==> config.mk <==
export PLATFORM = sky130hd
export DESIGN_NAME = mem_port_arbiter
export DESIGN_NICKNAME = d
export VERILOG_FILES = /design/src/rtl/mem_port_arbiter.sv
export SDC_FILE = /design/constraint.sdc
export NUM_CORES = 1
export LEC_CHECK = 0
export BUFFER_PORTS_ARGS = -buffer_cell sky130_fd_sc_hd__buf_4
export CAP_MARGIN = 15
export CORE_MARGIN = 2
export CORE_UTILIZATION = 46
export CTS_CLUSTER_DIAMETER = 50
export DETAILED_ROUTE_END_ITERATION = 12
export GPL_ROUTABILITY_DRIVEN = 0
export HOLD_SLACK_MARGIN = 0.15
export PLACE_DENSITY = 0.79
export SLEW_MARGIN = 20
export SYNTH_ARGS = -nofsm -noshare
export SYNTH_HDL_FRONTEND = slang
export SYNTH_SLANG_ARGS = --single-unit
==> constraint.sdc <==
create_clock -name clk -period 2.13 [get_ports clk]
set_input_delay 0.426 -clock clk [delete_from_list [all_inputs] [get_ports clk]]
set_output_delay 0.426 -clock clk [all_outputs]
set_load 0.02 [all_outputs]
==> src/rtl/mem_port_arbiter.sv <==
// mem_port_arbiter
// Shares the single Memory port between two requesters. Requester 0 is the
// SAM datapath, requester 1 a loader/DMA master. One transaction at a time;
// ties alternate round-robin, and a watchdog aborts transfers whose WAIT
// never drops.
//
// Ports:
//   clk, rst_n                 clock, asynchronous active-low reset
//   rN_req/rw/addr/wdata       request level (held until ack), 1=read, address, write data
//   rN_ack, rN_err             one-cycle completion pulse, timeout flag with ack
//   rN_rdata                   read data, updated in the ack cycle and held
//   mem_req/rw/addr/wdata      Memory REQUEST, RW, ADDRESS_BUS, write data
//   mem_rdata, mem_wait        Memory read data, busy (low = transfer complete)
//   busy                       arbiter not idle
//   grant_id                   requester currently or last served
module mem_port_arbiter #(
    parameter int unsigned AW      = 16,
    parameter int unsigned DW      = 16,
    parameter int unsigned TIMEOUT = 64
) (
    input  logic          clk,
    input  logic          rst_n,
    input  logic          r0_req,
    input  logic          r0_rw,
    input  logic [AW-1:0] r0_addr,
    input  logic [DW-1:0] r0_wdata,
    input  logic          r1_req,
    input  logic          r1_rw,
    input  logic [AW-1:0] r1_addr,
    input  logic [DW-1:0] r1_wdata,
    output logic          r0_ack,
    output logic          r0_err,
    output logic [DW-1:0] r0_rdata,
    output logic          r1_ack,
    output logic          r1_err,
    output logic [DW-1:0] r1_rdata,
    output logic          mem_req,
    output logic          mem_rw,
    output logic [AW-1:0] mem_addr,
    output logic [DW-1:0] mem_wdata,
    input  logic [DW-1:0] mem_rdata,
    input  logic          mem_wait,
    output logic          busy,
    output logic          grant_id
);

    // Counter only needs to reach TIMEOUT-1 before the transfer is aborted.
    localparam int unsigned CW = (TIMEOUT > 2) ? $clog2(TIMEOUT) : 1;
    localparam logic [CW-1:0] CNT_LAST = CW'(TIMEOUT - 1);

    typedef enum logic [1:0] {
        ST_IDLE = 2'd0,
        ST_XFER = 2'd1,
        ST_DONE = 2'd2
    } state_e;

    // Command latched onto the Memory port for the duration of a transfer.
    typedef struct packed {
        logic          rw;
        logic [AW-1:0] addr;
        logic [DW-1:0] wdata;
    } mem_cmd_t;

    state_e          state_q, state_d;
    logic [CW-1:0]   cnt_q, cnt_d;
    mem_cmd_t        cmd_q, cmd_d;
    logic            mem_req_q, mem_req_d;
    logic            grant_q, grant_d;
    logic            last_q, last_d;
    logic            busy_q, busy_d;
    logic            ack0_q, ack0_d, ack1_q, ack1_d;
    logic            err0_q, err0_d, err1_q, err1_d;
    logic [DW-1:0]   rdata0_q, rdata0_d, rdata1_q, rdata1_d;

    logic            any_req_c;
    logic            win_c;

    // Lone requester wins; on a tie the one not served last wins.
    assign any_req_c = r0_req | r1_req;
    assign win_c     = (r0_req && r1_req) ? ~last_q : r1_req;

    // State register and all registered outputs.
    always_ff @(posedge clk or negedge rst_n) begin
        if (!rst_n) begin
            state_q   <= ST_IDLE;
            cnt_q     <= '0;
            cmd_q     <= '{rw: 1'b1, addr: '0, wdata: '0};
            mem_req_q <= 1'b0;
            grant_q   <= 1'b0;
            last_q    <= 1'b1;
            busy_q    <= 1'b0;
            ack0_q    <= 1'b0;
            ack1_q    <= 1'b0;
            err0_q    <= 1'b0;
            err1_q    <= 1'b0;
            rdata0_q  <= '0;
            rdata1_q  <= '0;
        end else begin
            state_q   <= state_d;
            cnt_q     <= cnt_d;
            cmd_q     <= cmd_d;
            mem_req_q <= mem_req_d;
            grant_q   <= grant_d;
            last_q    <= last_d;
            busy_q    <= busy_d;
            ack0_q    <= ack0_d;
            ack1_q    <= ack1_d;
            err0_q    <= err0_d;
            err1_q    <= err1_d;
            rdata0_q  <= rdata0_d;
            rdata1_q  <= rdata1_d;
        end
    end

    // Next-state and next-output logic.
    always_comb begin
        state_d   = state_q;
        cnt_d     = cnt_q;
        cmd_d     = cmd_q;
        mem_req_d = mem_req_q;
        grant_d   = grant_q;
        last_d    = last_q;
        busy_d    = busy_q;
        ack0_d    = 1'b0;
        ack1_d    = 1'b0;
        err0_d    = 1'b0;
        err1_d    = 1'b0;
        rdata0_d  = rdata0_q;
        rdata1_d  = rdata1_q;

        case (state_q)
            ST_IDLE: begin
                if (any_req_c) begin
                    if (win_c) begin
                        cmd_d = '{rw: r1_rw, addr: r1_addr, wdata: r1_wdata};
                    end else begin
                        cmd_d = '{rw: r0_rw, addr: r0_addr, wdata: r0_wdata};
                    end
                    mem_req_d = 1'b1;
                    grant_d   = win_c;
                    last_d    = win_c;
                    busy_d    = 1'b1;
                    cnt_d     = '0;
                    state_d   = ST_XFER;
                end
            end

            ST_XFER: begin
                cnt_d = cnt_q + CW'(1);
                // First XFER edge gives Memory a cycle to raise WAIT.
                if ((cnt_q != '0) && !mem_wait) begin
                    if (cmd_q.rw) begin
                        if (grant_q) rdata1_d = mem_rdata;
                        else         rdata0_d = mem_rdata;
                    end
                    mem_req_d = 1'b0;
                    ack0_d    = ~grant_q;
                    ack1_d    = grant_q;
                    state_d   = ST_DONE;
                end else if (cnt_q == CNT_LAST) begin
                    // Watchdog abort: report error with zeroed read data.
                    if (grant_q) rdata1_d = '0;
                    else         rdata0_d = '0;
                    mem_req_d = 1'b0;
                    ack0_d    = ~grant_q;
                    ack1_d    = grant_q;
                    err0_d    = ~grant_q;
                    err1_d    = grant_q;
                    state_d   = ST_DONE;
                end
            end

            ST_DONE: begin
                // Ack cycle; a fresh grant can only come from IDLE.
                busy_d  = 1'b0;
                state_d = ST_IDLE;
            end

            default: begin
                mem_req_d = 1'b0;
                busy_d    = 1'b0;
                state_d   = ST_IDLE;
            end
        endcase
    end

    assign r0_ack    = ack0_q;
    assign r1_ack    = ack1_q;
    assign r0_err    = err0_q;
    assign r1_err    = err1_q;
    assign r0_rdata  = rdata0_q;
    assign r1_rdata  = rdata1_q;
    assign mem_req   = mem_req_q;
    assign mem_rw    = cmd_q.rw;
    assign mem_addr  = cmd_q.addr;
    assign mem_wdata = cmd_q.wdata;
    assign busy      = busy_q;
    assign grant_id  = grant_q;

endmodule
==> metrics, run 1 <==
routed wire length 8.59 mm; hpwl dp 6.44 mm; leading area contributor after synthesis dfrtp_1; gr ovfl total 0; unrepaired setup endpoints after global routing yes; Worst VDD drop 0.000602 V; fin util 68.8%; Die Y 89.7 um; setup ws final 151 ps; CTS buffer count 9; register area share after synthesis 60.0%; Clock Pin Slew Worst Setup and Hold Paths 80 ps; Synth Register Bits 81; Avg Vias per Cell 5.12; startpoint types flip-flop; clk_lat worst skew 350 ps; crit end category flip-flop; Flop pwr share 37.3%; # fillers 539; initial core utilization 47.1%; Max Cap Violations 0; Synth top area share 58.5%; sw frac 40.3%; largest net degree at the start of global routing 47; R2R setup slack 150 ps; Placement Setup Slack 140 ps; slew margin rel. 51.1%; clock skew 10.6 ps; critical path required time 2420 ps; DRT antenna net count 0; ys async rst share 100%; Core Footprint 7180 um2; CP Data Arrival Time 2270 ps; Synth Area per Inst 11.7 um2; commonest non-fill, non-tap cell in the layout buf_4; Gate Count Post-Synth 290; antenna cell count 0; Final Cycle Share 92.9%; number of port buffers 158; total power 7220 uW; placed cells 538; reg2reg end r0_rdata[9]$_DFFE_PN0P_; Hold Path End last_q$_DFFE_PN1P_; P&R area growth vs syn 45.9%; first-pass GRT wire length 14.2 mm; share of cells above drive strength 1 41.7%; WHS 292 ps; drt first pass iters 4; CP Max Fanout 16; Initial DRC Count 166; routed len/inst 15.5 um; WS Path Type reg2reg; H-tree levels 3; Lkg Pwr 0.00250 uW; CTS tree done; DRC viols 0; Clock Path Buffers 2; Horiz. Die Dim 89.7 um; number of synthesized flops with an enable pin 0; Hold WC Path Type in2reg; # Post-CTS Setup Buffers 0; Tmin final 1980 ps; most frequent cells in the layout buf_4, dfrtp_1, nand2_1; Nets 540; GRT Total Usage 22.3%; run status finished, final reports clean; Internal Power 4310 uW; routed via count 2844; Root Buffer clkbuf_8; R2R cell count 6; yosys synthesis warning count 0; die area 8050 um2; hold path start r0_req; Rows 31; vias in the first global route 2844; sw power 2910 uW; fin cells 555; Ports 159; Synth Flop Type dfrtp_1; highest clock rate 505 MHz; setup violators final 0; synth top area cells dfrtp_1, mux2i_1, a22o_1; power per cell area 1460 nW/um2; Synth Net Count 379; Mapped Area 3380 um2; reg2reg start cnt_q[0]$_DFFE_PN0P_; cell depth of the worst hold path 2; final hold vios 0; initial antenna violation count 0; Slew @ Worst Pin 730 ps; logic gate share of total power 46.9%; Synth cell types 35; Clock Power Share 15.8%; Slew Viols, Final 0; clock sinks 81
## cell families after synthesis
family                   share of synthesized area (%)
AO/OA/AOI/OAI                                     17.5
XOR/XNOR                                         0.518
AND/OR/NAND/NOR                                   8.47
adder cells (fa/ha/maj)                          0.740
flip-flops                                        60.0
multiplexers                                      9.77
buffers and inverters                             3.00
## per-layer routing
layer / up-vias / share of wire (%) / global-route usage, %
li1: 1356 / - / -
met1: 1371 / 41 / 29.5
met2: 108 / 50 / 34.7
met3: 9 / 7.1 / 6.04
met4: 0 / 1.7 / 9.87
met5: - / 0 / 0
## worst max-delay path, cell delays in order, from the launching register on
cell     delay, ps
dfrtp_1        370
inv_1           70
ha_1           190
nor4b_1        150
a211o_4        380
nor3_4         500
a22o_1         250
## what timing repair did
item                                    in CTS  in global routing
hold endpoints to repair                    42                  0
resized for setup                            0                  2
hold buffers                                 1                  0
endpoints found under the setup margin       0                 16
## layout make-up
| class | instances | area [um2] | area share, % |
|---|---|---|---|
| timing repair buffer | 166 | 1270 | 25.8 |
| tap | 99 | 124 | 2.51 |
| inverter | 6 | 22.5 | 0.456 |
| sequential | 81 | 2030 | 41.1 |
| clock buffer | 10 | 138 | 2.79 |
| multi-input combinational | 187 | 1280 | 25.9 |
| clock inverter | 6 | 67.6 | 1.37 |
## through the flow
| stage | cell area, um2 | TNS [ps] |
|---|---|---|
| after floorplan | 3380 | 0 |
| after global placement | 4710 | 0 |
| after detailed placement | 4710 | 0 |
| after CTS | 4930 | 0 |
| after global routing | 4930 | -6.78 |
| final | 4930 | 0 |
## worst max-delay path by stage
stage                               startpoint                       end  slack (ps)
after floorplan           cnt_q[0]$_DFFE_PN0P_  r0_rdata[10]$_DFFE_PN0P_         250
after global placement    cnt_q[0]$_DFFE_PN0P_   r1_rdata[9]$_DFFE_PN0P_         220
after detailed placement  cnt_q[0]$_DFFE_PN0P_   r1_rdata[8]$_DFFE_PN0P_         140
after CTS                 cnt_q[0]$_DFFE_PN0P_   r1_rdata[8]$_DFFE_PN0P_         130
after global routing      cnt_q[0]$_DFFE_PN0P_   r0_rdata[1]$_DFFE_PN0P_          -7
final                     cnt_q[0]$_DFFE_PN0P_   r0_rdata[9]$_DFFE_PN0P_         150
## Yosys cell counts (all sizes together) (3+ instances only)
cell type and count:
a22o 33, nor3 4, mux2i 33, nor2 9
buf 8, dfrtp 79, o21ai 40, inv 6
clkbuf 8, nand3 3, nand2 42
## registers in the layout, indices dropped and copies added, names as in the netlist, 2 cells and up
| name | count |
|---|---|
| cnt_q | 6 |
| r1_rdata | 16 |
| mem_wdata | 16 |
| r0_rdata | 16 |
| mem_addr | 16 |
| state_q | 2 |
## power by group through the flow
stage | sequential [uW] | combinational (uW) | clock, uW
after global routing | 2780 | 3660 | 1230
after CTS | 2690 | 3420 | 1160
after detailed placement | 2700 | 3420 | 0
after global placement | 2690 | 3330 | 0
after floorplan | 3370 | 1170 | 0
final | 2690 | 3390 | 1140
(Power assumes the default switching activity.)
==> run 2: changes to the inputs <==
CORE_UTILIZATION = 49   (was 46)
PLACE_DENSITY = 0.84   (was 0.79)
clock period = 2.3 ns   (was 2.13 ns; I/O delays follow)
==> run 2 against run 1 <==
Against the previous run:
- largest cell class unchanged
- via count up 1.9%
- clock skew down 3.3 ps
- sequential share of layout area up 0.18 points
- critical path type unchanged
- critical endpoint is now r0_rdata[1]$_DFFE_PN0P_
- first-iteration DRC count down 19%
- cell count down 4.1%
==> metrics, run 2 (synthesis results as in run 1) <==
run status finished, final reports clean; Root Buffer clkbuf_8; Core Footprint 6720 um2; GRT Total Usage 24.0%; Max Cap Violations 0; # fillers 470; max incr delay on CP 550 ps; antenna cell count 0; number of port buffers 158; P&R area growth vs syn 45.3%; hpwl dp 6.46 mm; die area 7580 um2; Initial DRC Count 135; unrepaired setup endpoints after global routing no; initial antenna violation count 0; clock sinks 81; Worst VDD drop 0.000686 V; final hold vios 0; fin cells 532; Horiz. Die Dim 87.1 um; reg2reg start cnt_q[0]$_DFFE_PN0P_; Hold WC Path Type in2async; Clock Path Buffers 2; Flop pwr share 36.4%; gr busiest metal met2; Avg Vias per Cell 5.45; routed len/inst 16.6 um; R2R setup slack 230 ps; placed cells 517; CTS buffer count 9; Clock Power Share 18.0%; crit end category flip-flop; grt met3 use 5.78%; sw frac 39.4%; Internal Power 4140 uW; CP Max Fanout 16; Final Cycle Share 89.8%; setup violators final 0; met1 Use GR 30.2%; WHS 144 ps; CP max stage cell nor3_4; sw power 2690 uW; setup tns final 0 ps; hold buffer count at CTS 0; Rows 30; R2R cell count 6; Lkg Pwr 0.00250 uW; critical path required time 2590 ps; met2 usage 38.5%; power per cell area 1390 nW/um2; most frequent cells in the layout buf_4, dfrtp_1, nand2_1; logic gate share of total power 45.7%; Tmin final 2070 ps; drt first pass iters 4; share of cells above drive strength 1 41.2%; Nets 537; Die Y 87.1 um; clock skew 7.37 ps; clk_lat worst skew 350 ps; # Post-CTS Setup Buffers 0; CP Data Arrival Time 2350 ps; initial core utilization 50.3%; DRT antenna net count 0; H-tree levels 3; routed wire length 8.82 mm; crit-path cells inv_1, ha_1, nor4b_1, a211o_4, nor3_4, a22o_1; Ports 159; first-pass GRT wire length 13.9 mm; PostCTS Resize Cnt 0; vias in the first global route 2861; gr ovfl total 0; DRC viols 0; Clock Pin Slew Worst Setup and Hold Paths 80 ps; CTS tree done; largest net degree at the start of global routing 52; WS Path Type reg2reg; routed via count 2897; reg2reg end r0_rdata[1]$_DFFE_PN0P_; commonest non-fill, non-tap cell in the layout buf_4; slew margin rel. 52.8%; Slew @ Worst Pin 706 ps; highest clock rate 484 MHz; startpoint types flip-flop; Slew Viols, Final 0
[run 2: changes by cell type in the layout (fill, tap and decap cells not counted)]
cell / previous run / this run
a21o_2: 1 / 0
clkinv_4: 2 / 1
a21o_1: 0 / 1
dlygate4sd3_1: 1 / 0
inv_6: 0 / 1
bufinv_16: 1 / 3
clkinv_2: 1 / 0
clkinvlp_4: 2 / 1
nor2_2: 0 / 1
buf_4: 163 / 161
nor2_4: 1 / 0
clkbuf_8: 10 / 9
[run 2: through the flow]
| stage | power (uW) | setup WS, ps | instance area [um2] | util, % |
|---|---|---|---|---|
| finish | 6840 | 234 | 4910 | 73.1 |
| global route | 7230 | 135 | 4910 | 73.1 |
| floorplan | 4210 | 416 | 3380 | - |
| detailed placement | 5630 | 284 | 4670 | 69.6 |
| global placement | 5520 | 365 | 4670 | 69.6 |
| CTS | 6880 | 249 | 4910 | 73.1 |
[run 2: per-layer routing]
layer | part of all wire, % | wire length, um
met5 | 0 | 0
met2 | 51 | 4470
met4 | 3.2 | 283
met3 | 6.5 | 569
met1 | 40 | 3490
[run 2: worst max path at each step]
stage,from,endpoint,slack (ps)
CTS,cnt_q[0]$_DFFE_PN0P_,r0_rdata[0]$_DFFE_PN0P_,250
floorplan,cnt_q[0]$_DFFE_PN0P_,r0_rdata[10]$_DFFE_PN0P_,420
detailed placement,cnt_q[0]$_DFFE_PN0P_,r0_rdata[0]$_DFFE_PN0P_,280
finish,cnt_q[0]$_DFFE_PN0P_,r0_rdata[1]$_DFFE_PN0P_,230
global route,cnt_q[0]$_DFFE_PN0P_,r1_rdata[10]$_DFFE_PN0P_,140
global placement,cnt_q[0]$_DFFE_PN0P_,r0_rdata[4]$_DFFE_PN0P_,360
[run 2: area by class of cell]
class / instances / area, um2 / share of cell area [%]
clock buffer: 9 / 124 / 2.52
inverter: 6 / 22.5 / 0.458
sequential: 81 / 2030 / 41.3
tap: 80 / 100 / 2.04
timing repair buffer: 163 / 1250 / 25.4
clock inverter: 6 / 115 / 2.34
multi-input combinational: 187 / 1270 / 25.9
[run 2: worst max-delay path, delay by kind of cell (launching register included)]
| kind | cells | cell delay, ps |
|---|---|---|
| AND/OR/NAND/NOR | 2 | 710 |
| AO/OA/AOI/OAI | 2 | 640 |
| flip-flops | 1 | 380 |
| adder cells (fa/ha/maj) | 1 | 190 |
| buffers and inverters | 1 | 80 |
[run 2: power groups by stage]
| stage | Sequential, uW | Combinational, uW | Clock [uW] |
|---|---|---|---|
| after floorplan | 3120 | 1090 | 0 |
| after global placement | 2480 | 3040 | 0 |
| after detailed placement | 2490 | 3140 | 0 |
| after CTS | 2480 | 3150 | 1250 |
| after global routing | 2550 | 3380 | 1310 |
| final | 2490 | 3120 | 1230 |
